`config.mk`:
```
export PLATFORM = sky130hd
export DESIGN_NAME = modq_prod_gen
export DESIGN_NICKNAME = d
export VERILOG_FILES = /design/src/rtl/modq_pkg.sv /design/src/rtl/modq_shift_add_step.sv /design/src/rtl/modq_prod_gen.sv
export SDC_FILE = /design/constraint.sdc
export NUM_CORES = 1
export LEC_CHECK = 0
export BUFFER_PORTS_ARGS = -buffer_cell sky130_fd_sc_hd__buf_2
export CORE_MARGIN = 3
export CORE_UTILIZATION = 40
export CTS_CLUSTER_SIZE = 10
export DETAILED_ROUTE_END_ITERATION = 12
export GPL_TIMING_DRIVEN = 0
export SETUP_SLACK_MARGIN = 0.15
export SLEW_MARGIN = 20
export SYNTH_ARGS = -nofsm -noshare
export SYNTH_HDL_FRONTEND = slang
export SYNTH_SLANG_ARGS = --single-unit
```
`constraint.sdc`:
```
create_clock -name clock -period 4.1 [get_ports clock]
set_input_delay 1.025 -clock clock [delete_from_list [all_inputs] [get_ports clock]]
set_output_delay 1.025 -clock clock [all_outputs]
set_load 0.02 [all_outputs]
```
`src/rtl/modq_pkg.sv`:
```
// Shared constants and FSM state encoding for the mod-Q product generator.
package modq_pkg;

  localparam int MODQ_Q = 3329;
  localparam int MODQ_N = 25;
  localparam int MODQ_W = 12;

  typedef enum logic [1:0] {
    IDLE = 2'b00,
    MUL  = 2'b01,
    SEND = 2'b10
  } state_t;

endpackage

```
`src/rtl/modq_shift_add_step.sv`:
```
// One shift-add multiply step: conditionally add the shifted multiplicand, then shift it left.
module modq_shift_add_step #(
  parameter int W = 12
) (
  input  logic [2*W-1:0] acc,
  input  logic [2*W-1:0] mcand,
  input  logic           mplier_lsb,
  output logic [2*W-1:0] acc_next,
  output logic [2*W-1:0] mcand_next
);

  assign acc_next   = mplier_lsb ? (acc + mcand) : acc;
  assign mcand_next = {mcand[2*W-2:0], 1'b0};

endmodule

```
`src/rtl/modq_prod_gen.sv`:
```
// Sequential W-cycle shift-add multiplier feeding a mod-Q reducer over a start/ack handshake.
// Optional MODQ_NEG_EN adds neg_in, which makes prod_out the two's-complement negation of the product.
module modq_prod_gen
  import modq_pkg::*;
#(
  parameter int n = MODQ_N,
  parameter int W = MODQ_W,
  parameter int Q = MODQ_Q
) (
  input  logic         clock,
  input  logic         reset,
  input  logic [W-1:0] a_in,
  input  logic [W-1:0] b_in,
  input  logic         in_valid,
`ifdef MODQ_NEG_EN
  input  logic         neg_in,
`endif
  output logic         in_ready,
  output logic [n-1:0] prod_out,
  output logic         start,
  input  logic         ack,
  output logic [1:0]   dbg_state
);

  // Handshakes: an operand pair is taken on an edge where in_valid && in_ready;
  // start holds with a stable prod_out until an edge samples ack, then drops.

  if (2 * W > n) begin : g_width_chk
    $error("modq_prod_gen: product word n narrower than 2*W");
  end
  if (Q >= (1 << W)) begin : g_q_chk
    $error("modq_prod_gen: modulus Q does not fit in W bits");
  end

  state_t         state;
  state_t         next_state;
  logic [3:0]     cnt;
  logic [2*W-1:0] acc;
  logic [2*W-1:0] mcand;
  logic [W-1:0]   mplier;
  logic [2*W-1:0] acc_next;
  logic [2*W-1:0] mcand_next;
  logic [n-1:0]   prod_ext;
  logic [n-1:0]   result;
  logic           last_step;

  modq_shift_add_step #(.W(W)) u_step (
    .acc        (acc),
    .mcand      (mcand),
    .mplier_lsb (mplier[0]),
    .acc_next   (acc_next),
    .mcand_next (mcand_next)
  );

  assign last_step = (cnt == 4'(W - 1));
  assign prod_ext  = n'(acc_next);

`ifdef MODQ_NEG_EN
  logic neg_reg;
  assign result = neg_reg ? (~prod_ext + n'(1)) : prod_ext;
`else
  assign result = prod_ext;
`endif

  always_ff @(posedge clock or posedge reset) begin
    if (reset) begin
      state <= IDLE;
    end else begin
      state <= next_state;
    end
  end

  always_comb begin
    next_state = state;
    in_ready   = 1'b0;
    case (state)
      IDLE: begin
        in_ready = 1'b1;
        if (in_valid) next_state = MUL;
      end
      MUL: begin
        if (last_step) next_state = SEND;
      end
      SEND: begin
        if (ack) next_state = IDLE;
      end
      default: next_state = IDLE;
    endcase
  end

  assign dbg_state = state;

  always_ff @(posedge clock or posedge reset) begin
    if (reset) begin
      acc      <= '0;
      mcand    <= '0;
      mplier   <= '0;
      cnt      <= '0;
      prod_out <= '0;
      start    <= 1'b0;
`ifdef MODQ_NEG_EN
      neg_reg  <= 1'b0;
`endif
    end else begin
      case (state)
        IDLE: begin
          if (in_valid) begin
            acc     <= '0;
            mcand   <= {{W{1'b0}}, a_in};
            mplier  <= b_in;
            cnt     <= '0;
`ifdef MODQ_NEG_EN
            neg_reg <= neg_in;
`endif
          end
        end
        MUL: begin
          acc    <= acc_next;
          mcand  <= mcand_next;
          mplier <= {1'b0, mplier[W-1:1]};
          cnt    <= cnt + 4'd1;
          if (last_step) begin
            prod_out <= result;
            start    <= 1'b1;
          end
        end
        SEND: begin
          if (ack) start <= 1'b0;
        end
        default: start <= 1'b0;
      endcase
    end
  end

endmodule

```
; ---- Word level (Yosys, flattened, before mapping)
; Cells that the tools add are included.
[word_totals]
wordCells = 39
inputBits = 28
regBits = 91
[op_classes]
reduce_logical = 6
n_eq_ne = 6
addsub = 2
bitwise = 1
n_mux = 17
[ops]
columns = op, count
row1 = $pmux 24 s2, 2
row2 = $mux 24, 3
row3 = $add 24x24->24, 1
row4 = $pmux 12 s2, 1
row5 = $mux 12, 1
row6 = $pmux 4 s2, 1
row7 = $mux 2, 3
row8 = $ne 2x2->1 const B, 3
row9 = $pmux 2 s3, 1
row10 = $reduce_and 3->1, 2
row11 = $add 4x1->4 const B, 1
row12 = $eq 4x4->1 const B, 1
row13 = $mux 4, 1
row14 = $reduce_and 2->1, 2
row15 = $mux 1, 3
row16 = $pmux 1 s3, 1
row17 = $eq 2x1->1 const B, 1
row18 = $eq 2x2->1 const B, 1
row19 = $logic_not 2->1, 1
row20 = $reduce_bool 2->1, 1
row21 = $not 1->1, 1

; ---- Logic depth before layout (Yosys ltp)
[logic_depth]
word_depth = 3
mapped_depth = 12
ltp_nobuf = 12

; ---- Modules after synthesis
; A second synthesis with hierarchy kept.
[hier_totals]
cells_unflattened = 567
area_unflattened_um2 = 5619.1
[by_module_without_submodules]
columns = module, n_inst, cells_each, area_each_um2
row1 = modq_prod_gen, 1, 299, 3714.8
row2 = modq_shift_add_step, 1, 268, 1904.3

; ---- Worst setup path after synthesis
; No wires, ideal clock.
[synth_path]
kind = flip-flop to flip-flop
startpoint = register mcand[0]
endpoint = register prod_out[22]
path_buffers = 0
setup_time_ps = 65
arrival_ps = 2258
path_slack_ps = 1777
stages_incl_launch_ff = 13
cell_sequence = dfrtp_1 > ha_1 > inv_1 > fa_1 > nor2b_1 > o21a_1 > a21bo_1 > o21ai_2 > nand3b_2 > a31oi_4 > o31ai_4 > mux2_4 > nand2_2
[synth_between]
elab_chain_cells = 2
[synth_rtl]
columns = element, line
row1 = "start, declared", modq_prod_gen.sv:39  ; logic [2*W-1:0] mcand;
row2 = "start signal, assigned", modq_prod_gen.sv:109  ; mcand <= {{W{1'b0}}, a_in};
row3 = "start signal, assigned", modq_prod_gen.sv:119  ; mcand <= mcand_next;
row4 = $add 24x24->24, modq_shift_add_step.sv:12  ; assign acc_next = mplier_lsb ? (acc + mcand) : acc;
row5 = $mux 24, modq_shift_add_step.sv:12
row6 = "end signal, assigned", modq_prod_gen.sv:123  ; prod_out <= result;
row7 = "end, declared", modq_prod_gen.sv:19  ; output logic [n-1:0] prod_out,
; Every way passes these cells.
; A chain may end at the register's enable or synchronous reset.

; ---- Final worst setup path
[layout_path]
startpoint = register state[1] (netlist: dbg_state[1])
endpoint = output in_ready
[layout_between]
elab_chain_cells = 2
[layout_rtl]
columns = element, line
row1 = "start, declared", modq_prod_gen.sv:35  ; state_t state;
row2 = "start signal, assigned", modq_prod_gen.sv:69  ; state <= next_state;
row3 = $logic_not 2->1, modq_prod_gen.sv:76  ; case (state)
row4 = $mux 1, modq_prod_gen.sv:76
row5 = "end, declared", modq_prod_gen.sv:18  ; output logic in_ready,
; Every way passes these cells.

==> results.md <==
- CP Capture Type: output port
- Primary FF master, synth: dfrtp_1
- Global router's overall resource usage: a little under a fifth
- Ant diodes: 0
- GR Layer Usage met3: roughly 2.8%
- Initial antenna violation count: 0
- Drc violations: 0
- F_max: around 340 MHz
- Post-synth net total: 578
- Sequential-to-total area share from yosys stat: roughly 45%
- R2R depth: 12
- Outcome: complete, no violations
- Number of global-route vias before repair: 4237
- Mapped Area: 0.00510 sq mm
- Post-CTS setup buffers: 0
- Clk sinks: 91
- Switching part of the total power: 42.0%
- Post-synth top area cell: dfrtp_1
- Ys async rst share: 100%
- Layout cells sized above 1: 14.2%
- Clock network power share: 19.9%
- Final setup fails: 0
- Reg2reg setup slack: 1.42 ns
- Hold WC Path Type: register to register
- Top post-synthesis cells by area: dfrtp_1 (45%), ha_1 (5.9%), a22o_1 (5.5%)
- Crit Reg-Reg Startpoint: mcand[0]
- CTS tree: yes
- 1st-pass router iterations: 4
- Finished Layout Cells: 765
- Initial Utilization: between 40% and 50%
- Post-DR wirelength/cell: 16.8 um
- Number of flops mapped to enable cells by yosys: 0
- Hpwl dp: 9450 um
- Yosys top cell area share: 44.6%
- Startpoint Class: register
- Rel. slew slack: 46.2%
- GR Overflow Total: 0
- Placed cells: between 700 and 800
- Final wirelength: between 10000 and 15000 um
- Max_cap viols: 0
- Layout area overhead: 16.3%
- Setup TNS: 0 ns
- CP required: 3.07 ns
- Yosys warning count: 0
- Port Buffers: 55
- Busiest metal layer after global routing: met2
- Worst skew pair latency: 0.35 ns
- Clk_skew: 0.0110 ns
- CTS buffer count: 9
- H-tree levels: 3
- Period minus WS final: 2.97 ns
- PostCTS Resize Cnt: 0
- Die W: between 100 and 150 um
- Num ports: 57
- Total core area: 0.0123 sq mm
- Count of different cell masters after synthesis: 52
- Critical Path Fanout Max: 10
- Kind of critical path: register to output port
- Vias: between 4000 and 5000
- RSZ-0062 raised after global routing: false
- Logic pwr share: between 40% and 50%
- Fin. Hold Viols: 0
- Mean post-synth cell area: 9.72 sq um
- Switch Pwr: 1.83 mW
- Reg power frac: 34.4%
- Worst Hold Depth: 2
- Worst Max-Slew Pin Slew: 0.807 ns
- Syn Inst Count: 525
- P_int: 2.53 mW
- Clock-pin slew on the worst setup and hold paths: about 0.060 ns
- Peak VDD IR: 277 uV
- Reg2reg end: prod_out[22]
- Final core utilization: 48.4%
- Hold EP: prod_out[2]
- Hold wc startpoint: prod_out[2]
- Pleak: 2.75 nW
- First-pass GRT wire length: 21600 um
- Hold-fix buffers, CTS: 0
- Die area: 0.0141 sq mm
- Final ANT Viol Nets: 0
- Power Total: 4.36 mW
- Via density: 5.48
- Global placer's final weighted congestion: approximately 0.87
- Fin nets: between 600 and 700
- Fin crit share: ~72%
- Chip height: 119 um
- Met2 usage: 30.0%
- DR iter-0 viols: 218
- Met1 GRT Util: 25.9%
- Flops & latches, synth: 91
- Max-slew violation count: 0
- Clock tree buffer depth: 2
- Pwr Density: 735 mW/mm^2
- Largest net degree at the start of global routing: 64
- CP arrival: slightly below 2 ns
- Row Count: 40
- Clk root buf: clkbuf_16
==> cell type report <==
| type | instances | area [sq um] |
|---|---|---|
| well taps | 168 | 210 |
| clock buffers | 13 | 270 |
| multi-input cells | 396 | 2680 |
| fillers | 1204 | 6330 |
| clock inverters | 3 | 45.0 |
| repair buffers | 56 | 303 |
| plain buffers | 31 | 123 |
| inverters | 7 | 31.3 |
| flip-flops and latches | 91 | 2280 |
==> how the worst max path moves through the flow <==
stage / to / startpoint
floorplan: acc[0] / reset
global placement: prod_out[18] / reset
detailed placement: acc[12] / in_valid
CTS: in_ready / dbg_state[1]
global route: in_ready / dbg_state[1]
finish: in_ready / dbg_state[1]
==> through the flow <==
step / hold slack (ns) / worst slack (ns) / instance area [sq um]
floorplan: 0.467 / 0.711 / 5100
global placement: 0.457 / -0.507 / 5590
detailed placement: 0.459 / 1.15 / 5620
CTS: 0.473 / 1.12 / 5940
global route: 0.504 / 0.991 / 5940
finish: 0.469 / 1.13 / 5940
==> sequential cells by signal, indices dropped and copies added (netlist names) <==
register / count
acc: 24
dbg_state: 2
cnt: 4
start: 1
prod_out: 24
mplier: 12
mcand: 24
==> critical path: stages, from the launching register on <==
cell	delay, ns
dfrtp_1	0.45
clkbuf_1	0.49
clkbuf_1	0.42
nor2_1	0.07
buf_2	0.17
==> cells in the mapped netlist (3+ instances only) <==
| cell type | n |
|---|---|
| nor3_1 | 4 |
| nand2_1 | 45 |
| buf_1 | 3 |
| a22o_1 | 32 |
| xor2_1 | 11 |
| nand3_1 | 10 |
| a31oi_1 | 3 |
| nor3b_1 | 3 |
| nor2b_1 | 29 |
| mux2i_1 | 18 |
| dfrtp_1 | 91 |
| inv_1 | 7 |
| o21ai_0 | 39 |
| xnor2_1 | 11 |
| clkbuf_1 | 25 |
| o21bai_1 | 3 |
| a21oi_1 | 50 |
| a21o_1 | 11 |
| and2_1 | 6 |
| ha_1 | 24 |
| a22oi_1 | 22 |
| nor2_1 | 19 |
| o21ai_1 | 21 |
==> placed cells by master, fill, tap and decap left out, types with 3 or more instances in the layout <==
master     count
buf_2         57
a22oi_1       22
clkbuf_1      26
nor2_1        19
nand3_1       10
nor3b_1        3
mux2i_1       18
a21o_1        11
a21oi_1       50
clkbuf_16      9
xor2_1        11
and2_1         6
o21ai_1       21
a22o_1        32
ha_1          24
dfrtp_1       91
o21bai_1       3
nor2b_1       29
nand2_1       45
clkbuf_8       3
a31oi_1        3
nor3_1         4
buf_1          3
o21ai_0       39
xnor2_1       11
inv_1          6
==> layer usage <==
layer	wire length, um	vias to the layer above
li1	-	2048
met4	338	0
met3	455	22
met2	5910	93
met5	0	-
met1	6140	2032
==> logic make-up (layout without fill, tap and decap cells) <==
logic type / after synthesis / count (layout) / synth area share [%]
flip-flops: 91 / 91 / 44.6
adder cells (fa/ha/maj): 25 / 25 / 6.28
AO/OA/AOI/OAI: 197 / 197 / 25.2
XOR/XNOR: 22 / 22 / 3.78
buffers and inverters: 38 / 110 / 2.92
AND/OR/NAND/NOR: 129 / 129 / 12.6
multiplexers: 22 / 22 / 4.49
other: 1 / 1 / 0.0735
==> power groups by stage <==
stage | Combinational (mW) | Sequential, mW | Clock, mW
3_5_place_dp | 2.00 | 1.51 | 0
3_3_place_gp | 1.96 | 1.50 | 0
2_1_floorplan | 1.36 | 1.56 | 0
4_1_cts | 2.01 | 1.50 | 0.892
6_report | 1.99 | 1.50 | 0.871
5_1_grt | 2.22 | 1.55 | 0.926
Power figures use the tool's default switching activity.
